## src/rtl/bp_be_pkg.sv

```systemverilog
// Shared types for the BE memory pipe: access size and privilege encodings,
// and the per-entry exception/status flag bundle carried down the tracker pipeline.
package bp_be_pkg;

    typedef enum logic [1:0] {
        e_size_b = 2'd0,
        e_size_h = 2'd1,
        e_size_w = 2'd2,
        e_size_d = 2'd3
    } bp_be_size_e;

    typedef enum logic [1:0] {
        e_priv_u    = 2'd0,
        e_priv_s    = 2'd1,
        e_priv_rsvd = 2'd2,
        e_priv_m    = 2'd3
    } bp_be_priv_e;

    // At most one of the six exception bits is ever set for an entry
    typedef struct packed {
        logic load_misaligned;
        logic store_misaligned;
        logic load_page_fault;
        logic store_page_fault;
        logic load_access_fault;
        logic store_access_fault;
        logic tlb_miss;
        logic fencei;
    } bp_be_mem_flags_s;

    function automatic logic any_exception(bp_be_mem_flags_s f);
        return f.load_misaligned | f.store_misaligned
             | f.load_page_fault | f.store_page_fault
             | f.load_access_fault | f.store_access_fault;
    endfunction

endpackage

```

## src/rtl/bp_be_mem_align_check.sv

```systemverilog
// Natural-alignment check: an access of 2^size bytes must have its low size
// address bits clear. Only the low three address bits can ever matter.
module bp_be_mem_align_check
    import bp_be_pkg::*;
(
    input  logic [1:0] size_i,
    input  logic [2:0] offset_i,
    output logic       misaligned_o
);

    always_comb begin
        misaligned_o = 1'b0;
        case (size_i)
            e_size_h: misaligned_o = offset_i[0];
            e_size_w: misaligned_o = |offset_i[1:0];
            e_size_d: misaligned_o = |offset_i[2:0];
            default:  misaligned_o = 1'b0;
        endcase
    end

endmodule

```

## src/rtl/bp_be_mem_tracker.sv

```systemverilog
// Memory-pipe request tracker: computes the vaddr at issue, resolves alignment,
// TLB and PMA results at stage 1, and presents prioritised flags at the final stage.
module bp_be_mem_tracker
    import bp_be_pkg::*;
#(
    parameter int vaddr_width_p = 39,
    parameter int latency_p     = 2,
    parameter int cnt_width_p   = 16
) (
    input  logic                     clk_i,
    input  logic                     reset_n_i,
    input  logic                     v_i,
    input  logic [1:0]               size_i,
    input  logic                     store_i,
    input  logic                     fencei_i,
    input  logic [vaddr_width_p-1:0] rs1_i,
    input  logic [vaddr_width_p-1:0] imm_i,
    input  logic                     offset_sel_i,
    input  logic                     kill_ex1_i,
    input  logic                     flush_i,
    input  logic                     tlb_v_i,
    input  logic                     tlb_miss_i,
    input  logic                     tlb_u_i,
    input  logic                     tlb_w_i,
    input  logic                     tlb_d_i,
    input  logic                     uncached_i,
    input  logic                     did_fault_i,
    input  logic                     translation_en_i,
    input  logic                     mstatus_sum_i,
    input  logic                     uncached_mode_i,
    input  logic [1:0]               priv_mode_i,
    input  logic                     cache_v_i,
    input  logic                     clear_cnt_i,
    output logic [vaddr_width_p-1:0] vaddr_o,
    output logic                     ptag_v_o,
    output logic                     resp_v_o,
    output logic [vaddr_width_p-1:0] resp_vaddr_o,
    output logic                     load_misaligned_o,
    output logic                     store_misaligned_o,
    output logic                     load_page_fault_o,
    output logic                     store_page_fault_o,
    output logic                     load_access_fault_o,
    output logic                     store_access_fault_o,
    output logic                     tlb_miss_o,
    output logic                     cache_miss_o,
    output logic                     fencei_v_o,
    output logic [cnt_width_p-1:0]   miss_cnt_o,
    output logic [cnt_width_p-1:0]   exc_cnt_o
);

    logic [vaddr_width_p-1:0] vaddr;
    logic                     misaligned_s0;

    assign vaddr   = rs1_i + (offset_sel_i ? '0 : imm_i);
    assign vaddr_o = vaddr;

    bp_be_mem_align_check align_check (
        .size_i       (size_i),
        .offset_i     (vaddr[2:0]),
        .misaligned_o (misaligned_s0)
    );

    logic                     s1_v;
    logic                     s1_store;
    logic                     s1_fencei;
    logic                     s1_misaligned;
    logic [vaddr_width_p-1:0] s1_vaddr;

    // fence.i performs no address checks, so its misaligned bit is never set
    always_ff @(posedge clk_i or negedge reset_n_i) begin
        if (!reset_n_i) begin
            s1_v          <= 1'b0;
            s1_store      <= 1'b0;
            s1_fencei     <= 1'b0;
            s1_misaligned <= 1'b0;
            s1_vaddr      <= '0;
        end else begin
            s1_v          <= v_i & ~flush_i;
            s1_store      <= store_i;
            s1_fencei     <= fencei_i;
            s1_misaligned <= misaligned_s0 & ~fencei_i;
            s1_vaddr      <= vaddr;
        end
    end

    logic             priv_fault;
    logic             write_fault;
    logic             page_fault;
    logic             access_fault;
    bp_be_mem_flags_s s1_flags;

    assign priv_fault   = ((priv_mode_i == e_priv_s) & ~mstatus_sum_i & tlb_u_i)
                        | ((priv_mode_i == e_priv_u) & ~tlb_u_i);
    assign write_fault  = s1_store & (~tlb_w_i | ~tlb_d_i);
    assign page_fault   = tlb_v_i & translation_en_i & (priv_fault | write_fault);
    assign access_fault = tlb_v_i & ((uncached_mode_i & ~uncached_i) | did_fault_i);

    assign ptag_v_o = s1_v & ~s1_fencei & tlb_v_i & ~s1_misaligned
                    & ~page_fault & ~access_fault & ~kill_ex1_i;

    // Priority chain: misaligned, then tlb miss, then page fault, then access fault
    always_comb begin
        s1_flags = '0;
        if (s1_fencei) begin
            s1_flags.fencei = 1'b1;
        end else if (s1_misaligned) begin
            s1_flags.load_misaligned  = ~s1_store;
            s1_flags.store_misaligned = s1_store;
        end else if (tlb_miss_i) begin
            s1_flags.tlb_miss = 1'b1;
        end else if (page_fault) begin
            s1_flags.load_page_fault  = ~s1_store;
            s1_flags.store_page_fault = s1_store;
        end else if (access_fault) begin
            s1_flags.load_access_fault  = ~s1_store;
            s1_flags.store_access_fault = s1_store;
        end
    end

    logic                     pipe_v     [1:latency_p];
    logic [vaddr_width_p-1:0] pipe_vaddr [1:latency_p];
    bp_be_mem_flags_s         pipe_flags [1:latency_p];

    assign pipe_v[1]     = s1_v & ~kill_ex1_i;
    assign pipe_vaddr[1] = s1_vaddr;
    assign pipe_flags[1] = s1_flags;

    for (genvar i = 2; i <= latency_p; i++) begin : gen_stage
        logic                     v_r;
        logic [vaddr_width_p-1:0] vaddr_r;
        bp_be_mem_flags_s         flags_r;

        always_ff @(posedge clk_i or negedge reset_n_i) begin
            if (!reset_n_i) begin
                v_r     <= 1'b0;
                vaddr_r <= '0;
                flags_r <= '0;
            end else begin
                v_r     <= pipe_v[i-1] & ~flush_i;
                vaddr_r <= pipe_vaddr[i-1];
                flags_r <= pipe_flags[i-1];
            end
        end

        assign pipe_v[i]     = v_r;
        assign pipe_vaddr[i] = vaddr_r;
        assign pipe_flags[i] = flags_r;
    end

    bp_be_mem_flags_s resp_flags;
    logic             resp_exc;

    assign resp_v_o   = pipe_v[latency_p];
    assign resp_flags = pipe_flags[latency_p];
    assign resp_exc   = resp_v_o & any_exception(resp_flags);

    assign resp_vaddr_o         = resp_v_o ? pipe_vaddr[latency_p] : '0;
    assign load_misaligned_o    = resp_v_o & resp_flags.load_misaligned;
    assign store_misaligned_o   = resp_v_o & resp_flags.store_misaligned;
    assign load_page_fault_o    = resp_v_o & resp_flags.load_page_fault;
    assign store_page_fault_o   = resp_v_o & resp_flags.store_page_fault;
    assign load_access_fault_o  = resp_v_o & resp_flags.load_access_fault;
    assign store_access_fault_o = resp_v_o & resp_flags.store_access_fault;
    assign tlb_miss_o           = resp_v_o & resp_flags.tlb_miss;
    assign cache_miss_o         = resp_v_o & ~cache_v_i & ~any_exception(resp_flags)
                                & ~resp_flags.tlb_miss & ~resp_flags.fencei;
    assign fencei_v_o           = resp_v_o & resp_flags.fencei & cache_v_i;

    // Counters hold at all-ones; a clear in the same cycle overrides any increment
    always_ff @(posedge clk_i or negedge reset_n_i) begin
        if (!reset_n_i) begin
            miss_cnt_o <= '0;
            exc_cnt_o  <= '0;
        end else if (clear_cnt_i) begin
            miss_cnt_o <= '0;
            exc_cnt_o  <= '0;
        end else begin
            if ((cache_miss_o | tlb_miss_o) & ~&miss_cnt_o)
                miss_cnt_o <= miss_cnt_o + cnt_width_p'(1);
            if (resp_exc & ~&exc_cnt_o)
                exc_cnt_o <= exc_cnt_o + cnt_width_p'(1);
        end
    end

endmodule
```

## config.mk

```make
export PLATFORM = sky130hd
export DESIGN_NAME = bp_be_mem_tracker
export DESIGN_NICKNAME = d
export VERILOG_FILES = /design/src/rtl/bp_be_pkg.sv /design/src/rtl/bp_be_mem_align_check.sv /design/src/rtl/bp_be_mem_tracker.sv
export SDC_FILE = /design/constraint.sdc
export NUM_CORES = 1
export LEC_CHECK = 0
export ABC_AREA = 1
export BUFFER_PORTS_ARGS = -buffer_cell sky130_fd_sc_hd__buf_2
export CAP_MARGIN = 20
export CORE_ASPECT_RATIO = 0.7
export CORE_MARGIN = 2
export CORE_UTILIZATION = 50
export DETAILED_ROUTE_END_ITERATION = 16
export GPL_TIMING_DRIVEN = 0
export PLACE_DENSITY = 0.81
export SYNTH_ARGS = -nofsm -noshare
export SYNTH_HDL_FRONTEND = slang
export SYNTH_SLANG_ARGS = --single-unit
```

## constraint.sdc

```tcl
create_clock -name clk_i -period 5.44 [get_ports clk_i]
set_input_delay 1.632 -clock clk_i [delete_from_list [all_inputs] [get_ports clk_i]]
set_output_delay 1.632 -clock clk_i [all_outputs]
set_load 0.02 [all_outputs]
```

==> results of run 1 <==
==> power by group through the flow <==
stage | registers [W] | logic (W) | clock network (W)
2_1_floorplan | 0.00106 | 0.000354 | 0
3_3_place_gp | 0.00106 | 0.000554 | 0
3_5_place_dp | 0.00107 | 0.000563 | 0
4_1_cts | 0.00105 | 0.000581 | 0.00105
5_1_grt | 0.00106 | 0.000685 | 0.00110
6_report | 0.00105 | 0.000624 | 0.00103
==> layout make-up <==
class	count	share of cell area
inverter	251	0.09130
multi-input combinational	775	0.4138
timing repair buffer	224	0.1135
clock buffer	17	0.04101
tap	200	0.02412
buffer	12	0.007116
sequential	123	0.2967
clock inverter	15	0.01242
==> Yosys cell counts, types with 2 or more instances <==
cell,n,area share
nand2_4,3,0.0042
o31ai_1,2,0.0019
nand2_2,13,0.010
inv_1,244,0.11
o21ai_0,31,0.019
a21oi_1,38,0.024
o22ai_1,3,0.0023
nor2_4,4,0.0056
nor3_1,27,0.017
xnor2_1,7,0.0077
a21oi_2,2,0.0022
nand3b_1,4,0.0038
clkbuf_1,9,0.0042
nand2b_1,2,0.0016
dfrtp_1,123,0.38
nand4_1,5,0.0039
inv_2,6,0.0028
buf_2,2,0.0013
nor2_1,133,0.062
nor3_4,2,0.0041
nor2_2,4,0.0031
nand3_2,8,0.010
a31oi_1,4,0.0031
o21ai_1,7,0.0044
xor2_1,27,0.030
nand3_1,45,0.028
nand2_1,353,0.17
ha_1,40,0.063
==> state kept, by name, indices dropped and copies added, names as in the netlist <==
name	flops
exc_cnt_o	16
gen_stage.flags_r	8
gen_stage.vaddr_r	39
miss_cnt_o	16
resp_v_o	1
s1_fencei	1
s1_misaligned	1
s1_store	1
s1_v	1
s1_vaddr	39
==> what timing repair did <==
item | CTS | global route
pin swaps | 1 | 3
setup buffers | 1 | 1
endpoints found under the setup margin | 31 | 28
resized for setup | 26 | 74
==> cell families (layout without fill, tap and decap cells) <==
| family | Yosys count | in the layout | synth area share |
|---|---|---|---|
| adders and majority gates | 41 | 41 | 0.06502 |
| buffers and inverters | 263 | 519 | 0.1252 |
| and+or+nand+nor | 610 | 610 | 0.3271 |
| AOI/OAI and AO/OA | 89 | 89 | 0.05892 |
| DFF | 123 | 123 | 0.3845 |
| xor gates and xnor gates | 35 | 35 | 0.03923 |
==> routing by layer <==
layer / part of all wire / wire length, um
met2: 0.44 / 9428
met1: 0.47 / 10080
met5: 0 / 0
met3: 0.086 / 1858
met4: 0.011 / 232
==> final timing paths <==
check	endpoint	slack, ps	cells past startpoint
max	vaddr_o[19]	60	13
min	gen_stage[2].vaddr_r[30]	350	0
max reg2reg	miss_cnt_o[2]	3750	9
min reg2reg	gen_stage[2].vaddr_r[30]	350	0
max in group asynchronous	exc_cnt_o[2]	3580	2
min in group asynchronous	gen_stage[2].flags_r[7]	1140	1
==> per-stage QoR <==
| step | hold slack [ps] | setup TNS (ps) | total power, W |
|---|---|---|---|
| global route | 353.0 | -107.7 | 0.002849 |
| finish | 346.6 | 0 | 0.002708 |
| global placement | 331.0 | -9490 | 0.001616 |
| CTS | 347.5 | -16.93 | 0.002686 |
| floorplan | 331.2 | 0 | 0.001413 |
| detailed placement | 334.7 | -10880 | 0.001631 |
==> metrics.md, run 1 <==
| Metric | Value |
|---|---|
| Status | `completed` |
| Internal Pwr Total | `0.001835 W` |
| Syn-to-layout area delta | `29.59%` |
| Vias per inst | `between 4 and 5` |
| Detailed router's first-iteration violation count | `494` |
| Grt met3 use | `0.05045` |
| GRT Max-Usage Layer | `met2` |
| Ant. Diodes | `0` |
| Mapped Nets | `approximately 1300` |
| Clk pwr share | `0.381` |
| Worst-skew pair later-pin latency | `approximately 400 ps` |
| Mapped Area | `8005 um2` |
| Synth warn | `0` |
| Nets | `1547` |
| Worst path required time | `3810 ps` |
| Worst-margin pin slew | `around 500 ps` |
| Delay-heaviest family, CP | `buffers and inverters` |
| Post-Synthesis Cells | `about 1200` |
| Top_reg_cell synth | `dfrtp_1` |
| VDD IR-drop max | `0.1947 mV` |
| Total congestion overflow | `0` |
| Mean Syn Cell Area | `roughly 7 um2` |
| Met2 Resource Use GR | `0.4010` |
| Synth cell types | `slightly above 40` |
| Place WS | `-543.9 ps` |
| Crit path DAT | `approximately 3800 ps` |
| Seq cells post-synth | `~120` |
| DR pass1 iterations | `5` |
| Layout cells sized above 1 | `0.2661` |
| Slowest CP cell | `ha_2` |
| First-pass GRT wire length | `between 30000 and 40000 um` |
| Root buf cell | `clkbuf_16` |
| CP bufs+invs | `5` |
| Placed Instances | `1583` |
| Residual DRC | `0` |
| CP Launch Type | `input port` |
| WS Path Type | `input port to primary output` |
| Die H | `~110 um` |
| EDFF count, synth | `0` |
| Fill cell count | `approximately 1300` |
| Die ar. | `approximately 17000 um2` |
| Util after Layout | `0.6652` |
| Critical path endpoint category | `primary output` |
| Slowest stage delay, CP | `around 380 ps` |
| Horiz. Die Dim | `roughly 160 um` |
| Buffers on Ports | `between 200 and 250` |
| Seq/Total Area, Yosys | `0.3845` |
| Pwr dens | `261.0 nW/um2` |
| P_leak | `6.074 nW` |
| Final cycle utilization of the critical path | `0.9892` |
| Comb power frac | `0.230` |
| Wirelength, routed | `roughly 22000 um` |
| Worst Hold Launch | `s1_vaddr[30]` |
| Max_cap viols | `0` |
| Layout Cells excl Fill | `1617` |
| Most common cell after layout, fill and taps aside | `nand2_1` |
| Multi-input gate area | `around 4300 um2` |
| Storage element area | `just over 3000 um2` |
| RSZ-0062 raised after global routing | `true` |
| Clk pin slew, worst setup/hold paths | `roughly 60 ps` |
| Slew Limit Headroom | `0.6661` |
| Commonest cells after routing, fill and taps aside | `nand2_1, inv_1, buf_2, dfrtp_1, nor2_1` |
| Reg2reg start | `miss_cnt_o[0]` |
| Tot GR Track Use | `0.2568` |
| Hold Path Class | `flip-flop to flip-flop` |
| Post-DP Area | `around 9400 um2` |
| Post-CTS Hold Buffers | `0` |
| Number of global-route vias before repair | `approximately 7100` |
| Area of all placed cells without fillers | `10370 um2` |
| Setup violators final | `0` |
| Setup Skew | `5.737 ps` |
| Worst Path Max Fanout | `10` |
| Total CTS buffers | `17` |
| FMAX | `0.1858 GHz` |
| Initial Util | `0.5133` |
| Num rows | `38` |
| Sink Count | `roughly 120` |
| Slew Limit Fails | `0` |
| GP Congestion | `slightly above 0.9` |
| GR Util met1 | `0.3735` |
| Critical-path cell list | `buf_2, buf_6, buf_4, nor2_1, ha_2, nand2_1, inv_1, nand2_1, nor2_2, nand3b_1, nand3_2, xor2_1, buf_2` |
| Fin. Hold Viols | `0` |
| Sw Pwr | `around 0.00087 W` |
| Routed Antenna Nets | `0` |
| Crit path from | `offset_sel_i` |
| Sw Share | `0.3223` |
| CTS Buffer Depth | `2` |
| Final Critical Period | `5381 ps` |
| Largest net degree at the start of global routing | `a little over 80` |
| H-tree depth | `4` |
| Sequential share of power | `0.388` |
| FFs w/ async S/R, synth | `1.000` |
| Initial antenna violation count | `0` |
| Detailed Place HPWL | `around 17000 um` |
| WL per Instance | `roughly 13 um` |
| IO Count | `approximately 220` |
| Vias | `about 7900` |
| Post-route setup slack | `58.52 ps` |
| CTS tree | `yes` |
| CORE AREA | `around 16000 um2` |
Note: power is estimated with default switching activity, not from simulation.
==> run 2, diff against run 1 <==
--- a/config.mk
+++ b/config.mk
@@ -16,4 +16,5 @@
 export PLACE_DENSITY = 0.81
 export SYNTH_ARGS = -nofsm -noshare
 export SYNTH_HDL_FRONTEND = slang
+export SYNTH_HIERARCHICAL = 1
 export SYNTH_SLANG_ARGS = --single-unit
==> run 2 against run 1 <==
Effect of this change: synthesized cell count up 0.69%; non-clock buffer count rose by 4; global-route usage shrank 0.31 points; design area decreased by 0.12%; register-to-register slack worse by 40 ps; core utilization is 0.28 points lower; critical path type unchanged; largest power group is now the clock network; highest routed layer is now met5.
==> metrics.md, run 2 <==
| Metric | Value |
|---|---|
| Fin. Hold Viols | `0 (unchanged)` |
| Place WS | `-521.7 ps (+22.15 ps)` |
| Mapped Area | `8097 um2 (+1.1%)` |
| Detailed Place HPWL | `17720 um (+1.7%)` |
| Slew Limit Fails | `0 (unchanged)` |
| FF-to-FF End | `exc_cnt_o[0]` |
| Die ar. | `17240 um2 (+1.1%)` |
| Horiz. Die Dim | `156.1 um (+0.55%)` |
| Total congestion overflow | `0 (unchanged)` |
| Fill cell count | `1395 (+5.0%)` |
| Slew Limit Headroom | `0.6713 (+0.005286)` |
| Slowest stage delay, CP | `380 ps (about the same)` |
| Residual DRC | `0 (unchanged)` |
| IO Count | `223 (unchanged)` |
| Mean Syn Cell Area | `6.926 um2 (+0.45%)` |
| Root buf cell | `clkbuf_16` |
| Post-synth top area share | `0.3802 (-0.004338)` |
| VDD IR-drop max | `0.2069 mV (+6.3%)` |
| Buffers on Ports | `222 (+0.45%)` |
| Number of global-route vias before repair | `7322 (+2.7%)` |
| Die H | `110.5 um (+0.55%)` |
| Syn-to-layout area delta | `27.97%` |
| Sink Count | `123 (unchanged)` |
| CTS Buffer Depth | `2 (unchanged)` |
| Initial antenna violation count | `2 (+2)` |
| R2r setup slk | `3710 ps (-40 ps)` |
| Top_reg_cell synth | `dfrtp_1` |
| Cell taking the most area after synthesis | `dfrtp_1` |
| Commonest cells post-synth | `nand2_1, inv_1, nor2_1` |
| Synth cell types | `43 (+4.9%)` |
| Design Power | `0.002862 W (+5.7%)` |
| Worst path required time | `3810 ps (about the same)` |
| Seq/Total Area, Yosys | `0.3802 (-0.004338)` |
| Tot GR Track Use | `0.2537 (-0.003084)` |
| Most frequent cell on the critical path | `nand2_1` |
| Hold Path Class | `flip-flop to flip-flop` |
| Worst-margin pin slew | `493.0 ps (-7.928 ps)` |
| Total CTS buffers | `17 (unchanged)` |
| Crit path depth | `15 (+2)` |
| First-pass GRT wire length | `34860 um (+2.1%)` |
| Storage element area | `3078 um2 (unchanged)` |
| Critical-path cell list | `clkbuf_4, buf_4, nor2_1, ha_2, nand2_1, inv_1, nand2_1, nor3_1, nand2_1, nand2_2, nand2_1, nand2_1, nand2_1, nand2_1, buf_4` |
| Worst-skew pair later-pin latency | `400 ps (about the same)` |
| Wirelength, routed | `21800 um (+0.94%)` |
| Initial Util | `0.5176 (+0.004279)` |
| Most common cell after layout, fill and taps aside | `nand2_1` |
| FFs w/ async S/R, synth | `1.000 (unchanged)` |
| Post-CTS Hold Buffers | `0 (unchanged)` |
| Max_cap viols | `0 (unchanged)` |
| WL per Instance | `13.42 um (+0.51%)` |
| Slowest CP cell | `ha_2` |
| H-tree depth | `4 (unchanged)` |
| DR pass1 iterations | `5 (unchanged)` |
| Post-Synthesis Cells | `1169 (+0.69%)` |
| Critical path endpoint category | `primary output` |
| GP Congestion | `0.9433 (+1.6%)` |
| Status | `completed` |
| Ant. Diodes | `0 (unchanged)` |
| Vias | `7889 (-0.18%)` |
| Crit path from | `offset_sel_i` |
| CTS tree | `yes` |
| Most frequent cell after synthesis | `nand2_1` |
| Main area contributors after synthesis | `dfrtp_1, nand2_1, inv_1` |
| Post-route setup slack | `95.10 ps (+36.59 ps)` |
| Num rows | `38 (unchanged)` |
| Top Registers | `gen_stage.vaddr_r x39, s1_vaddr x39` |
| Commonest cells after routing, fill and taps aside | `nand2_1, inv_1, buf_2, nor2_1, dfrtp_1` |
| Routed Antenna Nets | `0 (unchanged)` |
| Reg2reg start | `exc_cnt_o[0]` |
| Delay-heaviest family, CP | `simple AND/OR/NAND/NOR gates` |
| CORE AREA | `15640 um2 (+0.30%)` |
| P_leak | `6.190 nW (+1.9%)` |
| Crit path DAT | `3710 ps (-40 ps)` |
| WS Path Type | `input port to primary output` |
| Final Critical Period | `5345 ps (-36.59 ps)` |
| Seq cells post-synth | `123 (unchanged)` |
| R2R cell count | `8 (-1)` |
| Final cycle utilization of the critical path | `0.9825 (-0.006726)` |
| CP bufs+invs | `4 (-1)` |
| Largest net degree at the start of global routing | `71 (-12%)` |
| Setup Skew | `5.952 ps (+0.2156 ps)` |
| Detailed router's first-iteration violation count | `532 (+7.7%)` |
| Nets | `1555 (+0.52%)` |
| Layout cells sized above 1 | `0.2514 (-0.01465)` |
| CP Launch Type | `input port` |
| Synth warn | `6 (+6)` |
| Setup crit end | `vaddr_o[23]` |
| EDFF count, synth | `0 (unchanged)` |
| Mapped Nets | `1312 (+0.61%)` |
| Pwr dens | `276.2 nW/um2 (+5.8%)` |
| Vias per inst | `4.858 (-0.61%)` |
| Clk pin slew, worst setup/hold paths | `60 ps (about the same)` |
| FMAX | `0.1871 GHz (+0.68%)` |
| Multi-input gate area | `4179 um2 (-2.7%)` |
| RSZ-0062 raised after global routing | `true` |
| Worst Path Max Fanout | `11 (+1)` |
| Setup violators final | `0 (unchanged)` |
==> run 2: what timing repair did <==
item,CTS,global route
setup buffers,0,2
setup endpoints to repair,30,26
gates resized for setup,10,54
endpoints found under the hold margin,0,0
==> run 2: worst min path at each step <==
| stage | startpoint | to | slack [ps] | cells past startpoint |
|---|---|---|---|---|
| after floorplan | s1_vaddr[0] | gen_stage[2].vaddr_r[0] | 330 | 0 |
| after global placement | s1_vaddr[20] | gen_stage[2].vaddr_r[20] | 330 | 0 |
| after detailed placement | s1_vaddr[19] | gen_stage[2].vaddr_r[19] | 330 | 0 |
| after CTS | s1_vaddr[19] | gen_stage[2].vaddr_r[19] | 350 | 0 |
| after global routing | s1_vaddr[31] | gen_stage[2].vaddr_r[31] | 350 | 0 |
| final | s1_vaddr[19] | gen_stage[2].vaddr_r[19] | 350 | 0 |
==> run 2: cell type report <==
type	instances	area share
buffer	15	0.009902
clock buffer	17	0.04106
clock inverter	14	0.02017
inverter	251	0.09117
multi-input combinational	779	0.4033
sequential	123	0.2971
tap	200	0.02415
timing repair buffer	225	0.1132
==> run 2: cell families after synthesis <==
family / synth area share
xor gates and xnor gates: 0.04312
and+or+nand+nor: 0.3236
adders and majority gates: 0.06429
buffers and inverters: 0.1284
AOI/OAI and AO/OA: 0.06042
DFF: 0.3802
==> run 2: per-stage QoR <==
step	instance area (um2)	std cells	hold slack, ps	TNS, ps	util
2_1_floorplan	8097	1169	331.2	0	-
3_3_place_gp	9458	1591	331.3	-8932	0.6046
3_5_place_dp	9492	1592	334.7	-10090	0.6068
4_1_cts	10170	1622	347.6	0	0.6499
5_1_grt	10360	1624	353.5	-317.9	0.6624
6_report	10360	1624	346.2	0	0.6624
==> run 2: layer usage <==
metal  vias up  GRT usage  share of wire
li1       4009          -              -
met1      3545     0.3535           0.46
met2       304     0.4115           0.45
met3        27    0.04592          0.073
met4         4    0.06116          0.012
met5         -          0        0.00096
==> run 2: power by group <==
part / internal, W / switching [W]
Sequential: 0.00102 / 0.0000313
Clock: 0.000778 / 0.000424
Combinational: 0.000202 / 0.000405
Total: 0.00200 / 0.000860
==> run 3, diff against run 2 <==
--- a/config.mk
+++ b/config.mk
@@ -14,6 +14,7 @@
 export DETAILED_ROUTE_END_ITERATION = 16
 export GPL_TIMING_DRIVEN = 0
 export PLACE_DENSITY = 0.81
+export SKIP_CTS_REPAIR_TIMING = 1
 export SYNTH_ARGS = -nofsm -noshare
 export SYNTH_HDL_FRONTEND = slang
 export SYNTH_HIERARCHICAL = 1
==> constraint.sdc (replaced) <==
create_clock -name clk_i -period 5.42 [get_ports clk_i]
set_input_delay 1.626 -clock clk_i [delete_from_list [all_inputs] [get_ports clk_i]]
set_output_delay 1.626 -clock clk_i [all_outputs]
set_load 0.02 [all_outputs]
==> run 3 against run 2 <==
Effect of this change: combinational power up 5.6%; total power up 1.6%; design area up 2.1%; via count up 1.4%; non-clock buffer count up 1; critical path depth up 1; first-iteration DRC count up 5.8%; critical endpoint is now vaddr_o[27]; largest cell class unchanged; highest routed layer unchanged.
==> metrics.md, run 3 (synthesized netlist as in run 2, its figures left out) <==
| Metric | Value |
|---|---|
| Status | `completed` |
| Layout Cells excl Fill | `1625 (+0.062%)` |
| Slew Limit Fails | `0 (unchanged)` |
| WS Path Type | `input port to primary output` |
| Area of all placed cells without fillers | `10580 um2 (+2.1%)` |
| Nets | `1556 (+0.064%)` |
| Setup Skew | `6.232 ps (+0.2800 ps)` |
| Worst Path Max Fanout | `10 (-1)` |
| Vias | `7997 (+1.4%)` |
| GR Util met1 | `0.3517 (-0.001722)` |
| Setup violators final | `0 (unchanged)` |
| Worst-skew pair later-pin latency | `400 ps (about the same)` |
| Worst path required time | `3790 ps (-20 ps)` |
| Critical path endpoint category | `primary output` |
| First-pass GRT wire length | `34800 um (-0.16%)` |
| DR pass1 iterations | `6 (+1)` |
| Final cycle utilization of the critical path | `0.9814` |
| FMAX | `between 0.15 and 0.2 GHz` |
| Number of global-route vias before repair | `7325 (+0.041%)` |
| WL per Instance | `13.84 um (+3.1%)` |
| P_leak | `6.221 nW (+0.50%)` |
| Clk pin slew, worst setup/hold paths | `60 ps (about the same)` |
| Fin. Hold Viols | `0 (unchanged)` |
| Max_cap viols | `0 (unchanged)` |
| Routed Antenna Nets | `0 (unchanged)` |
| Crit path DAT | `3690 ps (-20 ps)` |
| Worst-margin pin slew | `513.8 ps (+20.87 ps)` |
| Buffers on Ports | `222 (unchanged)` |
| CORE AREA | `15640 um2 (unchanged)` |
| Most common cell after layout, fill and taps aside | `nand2_1` |
| Placed Instances | `1592 (unchanged)` |
| Horiz. Die Dim | `156.1 um (unchanged)` |
| Post-DP Area | `9492 um2 (unchanged)` |
| Syn-to-layout area delta | `30.67%` |
| Total CTS buffers | `17 (unchanged)` |
| Die ar. | `17240 um2 (unchanged)` |
| Met2 Resource Use GR | `0.4088 (-0.002655)` |
| Fill cell count | `1333 (-4.4%)` |
| CTS tree | `yes` |
| Die H | `110.5 um (unchanged)` |
| H-tree depth | `4 (unchanged)` |
| Layout cells sized above 1 | `0.2737 (+0.02228)` |
| Final Hold Slack | `346.1 ps (-0.04800 ps)` |
| CTS Buffer Depth | `2 (unchanged)` |
| Largest net degree at the start of global routing | `71 (unchanged)` |
| GRT Max-Usage Layer | `met2` |
| Num rows | `38 (unchanged)` |
| Total congestion overflow | `0 (unchanged)` |
| VDD IR-drop max | `0.2078 mV (+0.44%)` |
| Pwr dens | `274.8 nW/um2 (-0.52%)` |
| Commonest cells after routing, fill and taps aside | `nand2_1, inv_1, buf_2, dfrtp_1, nor2_1` |
| CP Launch Type | `input port` |
| Top Registers | `gen_stage.vaddr_r x39, s1_vaddr x39` |
| Final Critical Period | `roughly 5300 ps` |
| Detailed Place HPWL | `17720 um (unchanged)` |
| Tot GR Track Use | `0.2531 (-0.0006762)` |
| IO Count | `223 (unchanged)` |
| Sink Count | `123 (unchanged)` |
| Initial antenna violation count | `2 (unchanged)` |
| Ant. Diodes | `0 (unchanged)` |
| Slew Limit Headroom | `0.6574 (-0.01391)` |
| GP Congestion | `0.9433 (unchanged)` |
| Root buf cell | `clkbuf_16` |
| Residual DRC | `0 (unchanged)` |
| Wirelength, routed | `22490 um (+3.1%)` |
| Initial Util | `0.5176 (unchanged)` |
| Hold Path Class | `flip-flop to flip-flop` |
| Vias per inst | `4.921 (+1.3%)` |
| Grt met3 use | `0.04670 (+0.0007849)` |
| Detailed router's first-iteration violation count | `563 (+5.8%)` |
-- run 3: where the power goes --
group | internal [W] | switching, W | total, W
Sequential | 0.00103 | 0.0000315 | 0.00106
Clock | 0.000781 | 0.000429 | 0.00121
Combinational | 0.000217 | 0.000423 | 0.000641
-- run 3: final timing paths --
kind	slack [ps]	from	cells past startpoint	end
max	100	offset_sel_i	16	vaddr_o[27]
min	350	s1_vaddr[19]	0	gen_stage[2].vaddr_r[19]
max reg2reg	3680	exc_cnt_o[0]	8	exc_cnt_o[0]
min reg2reg	350	s1_vaddr[19]	0	gen_stage[2].vaddr_r[19]
max in group asynchronous	3560	reset_n_i	2	gen_stage[2].flags_r[1]
min in group asynchronous	1160	reset_n_i	1	s1_vaddr[3]
-- run 3: layout make-up --
cell class / instances / area, um2 / share of cell area
multi-input cells: 779 / 4377 / 0.4137
flip-flops and latches: 123 / 3078 / 0.2909
repair buffers: 225 / 1175 / 0.1110
inverters: 251 / 944.7 / 0.08929
clock buffers: 17 / 425.4 / 0.04021
well taps: 200 / 250.2 / 0.02365
clock inverters: 14 / 209.0 / 0.01975
plain buffers: 16 / 121.4 / 0.01147
-- run 3: worst max-delay path, cell delays in order --
cell and delay, ps:
buf_2 100, buf_6 150, buf_6 160, nor2_1 90, ha_4 310, nand2_1 120
nor2_2 170, inv_1 110, nor2_1 130, nand3b_1 110, nand3_2 140, nand2_1 80
nand2_1 60, nand2_1 50, nand2_1 130, buf_4 170
-- run 3: layer usage --
layer / vias up / part of all wire
li1: 4023 / -
met1: 3642 / 0.46
met2: 301 / 0.46
met3: 29 / 0.070
met4: 2 / 0.014
met5: - / 0.00053
-- run 3: metrics by stage --
| step | worst slack, ps | util | TNS (ps) | total power (W) |
|---|---|---|---|---|
| final | 100.9 | 0.6764 | 0 | 0.002907 |
| after CTS | -543.2 | 0.6473 | -10630 | 0.002857 |
| after floorplan | 223.8 | - | 0 | 0.001419 |
| after global placement | -544.7 | 0.6046 | -9172 | 0.001627 |
| after detailed placement | -529.7 | 0.6068 | -10330 | 0.001644 |
| after global routing | -55.97 | 0.6764 | -115.3 | 0.003038 |
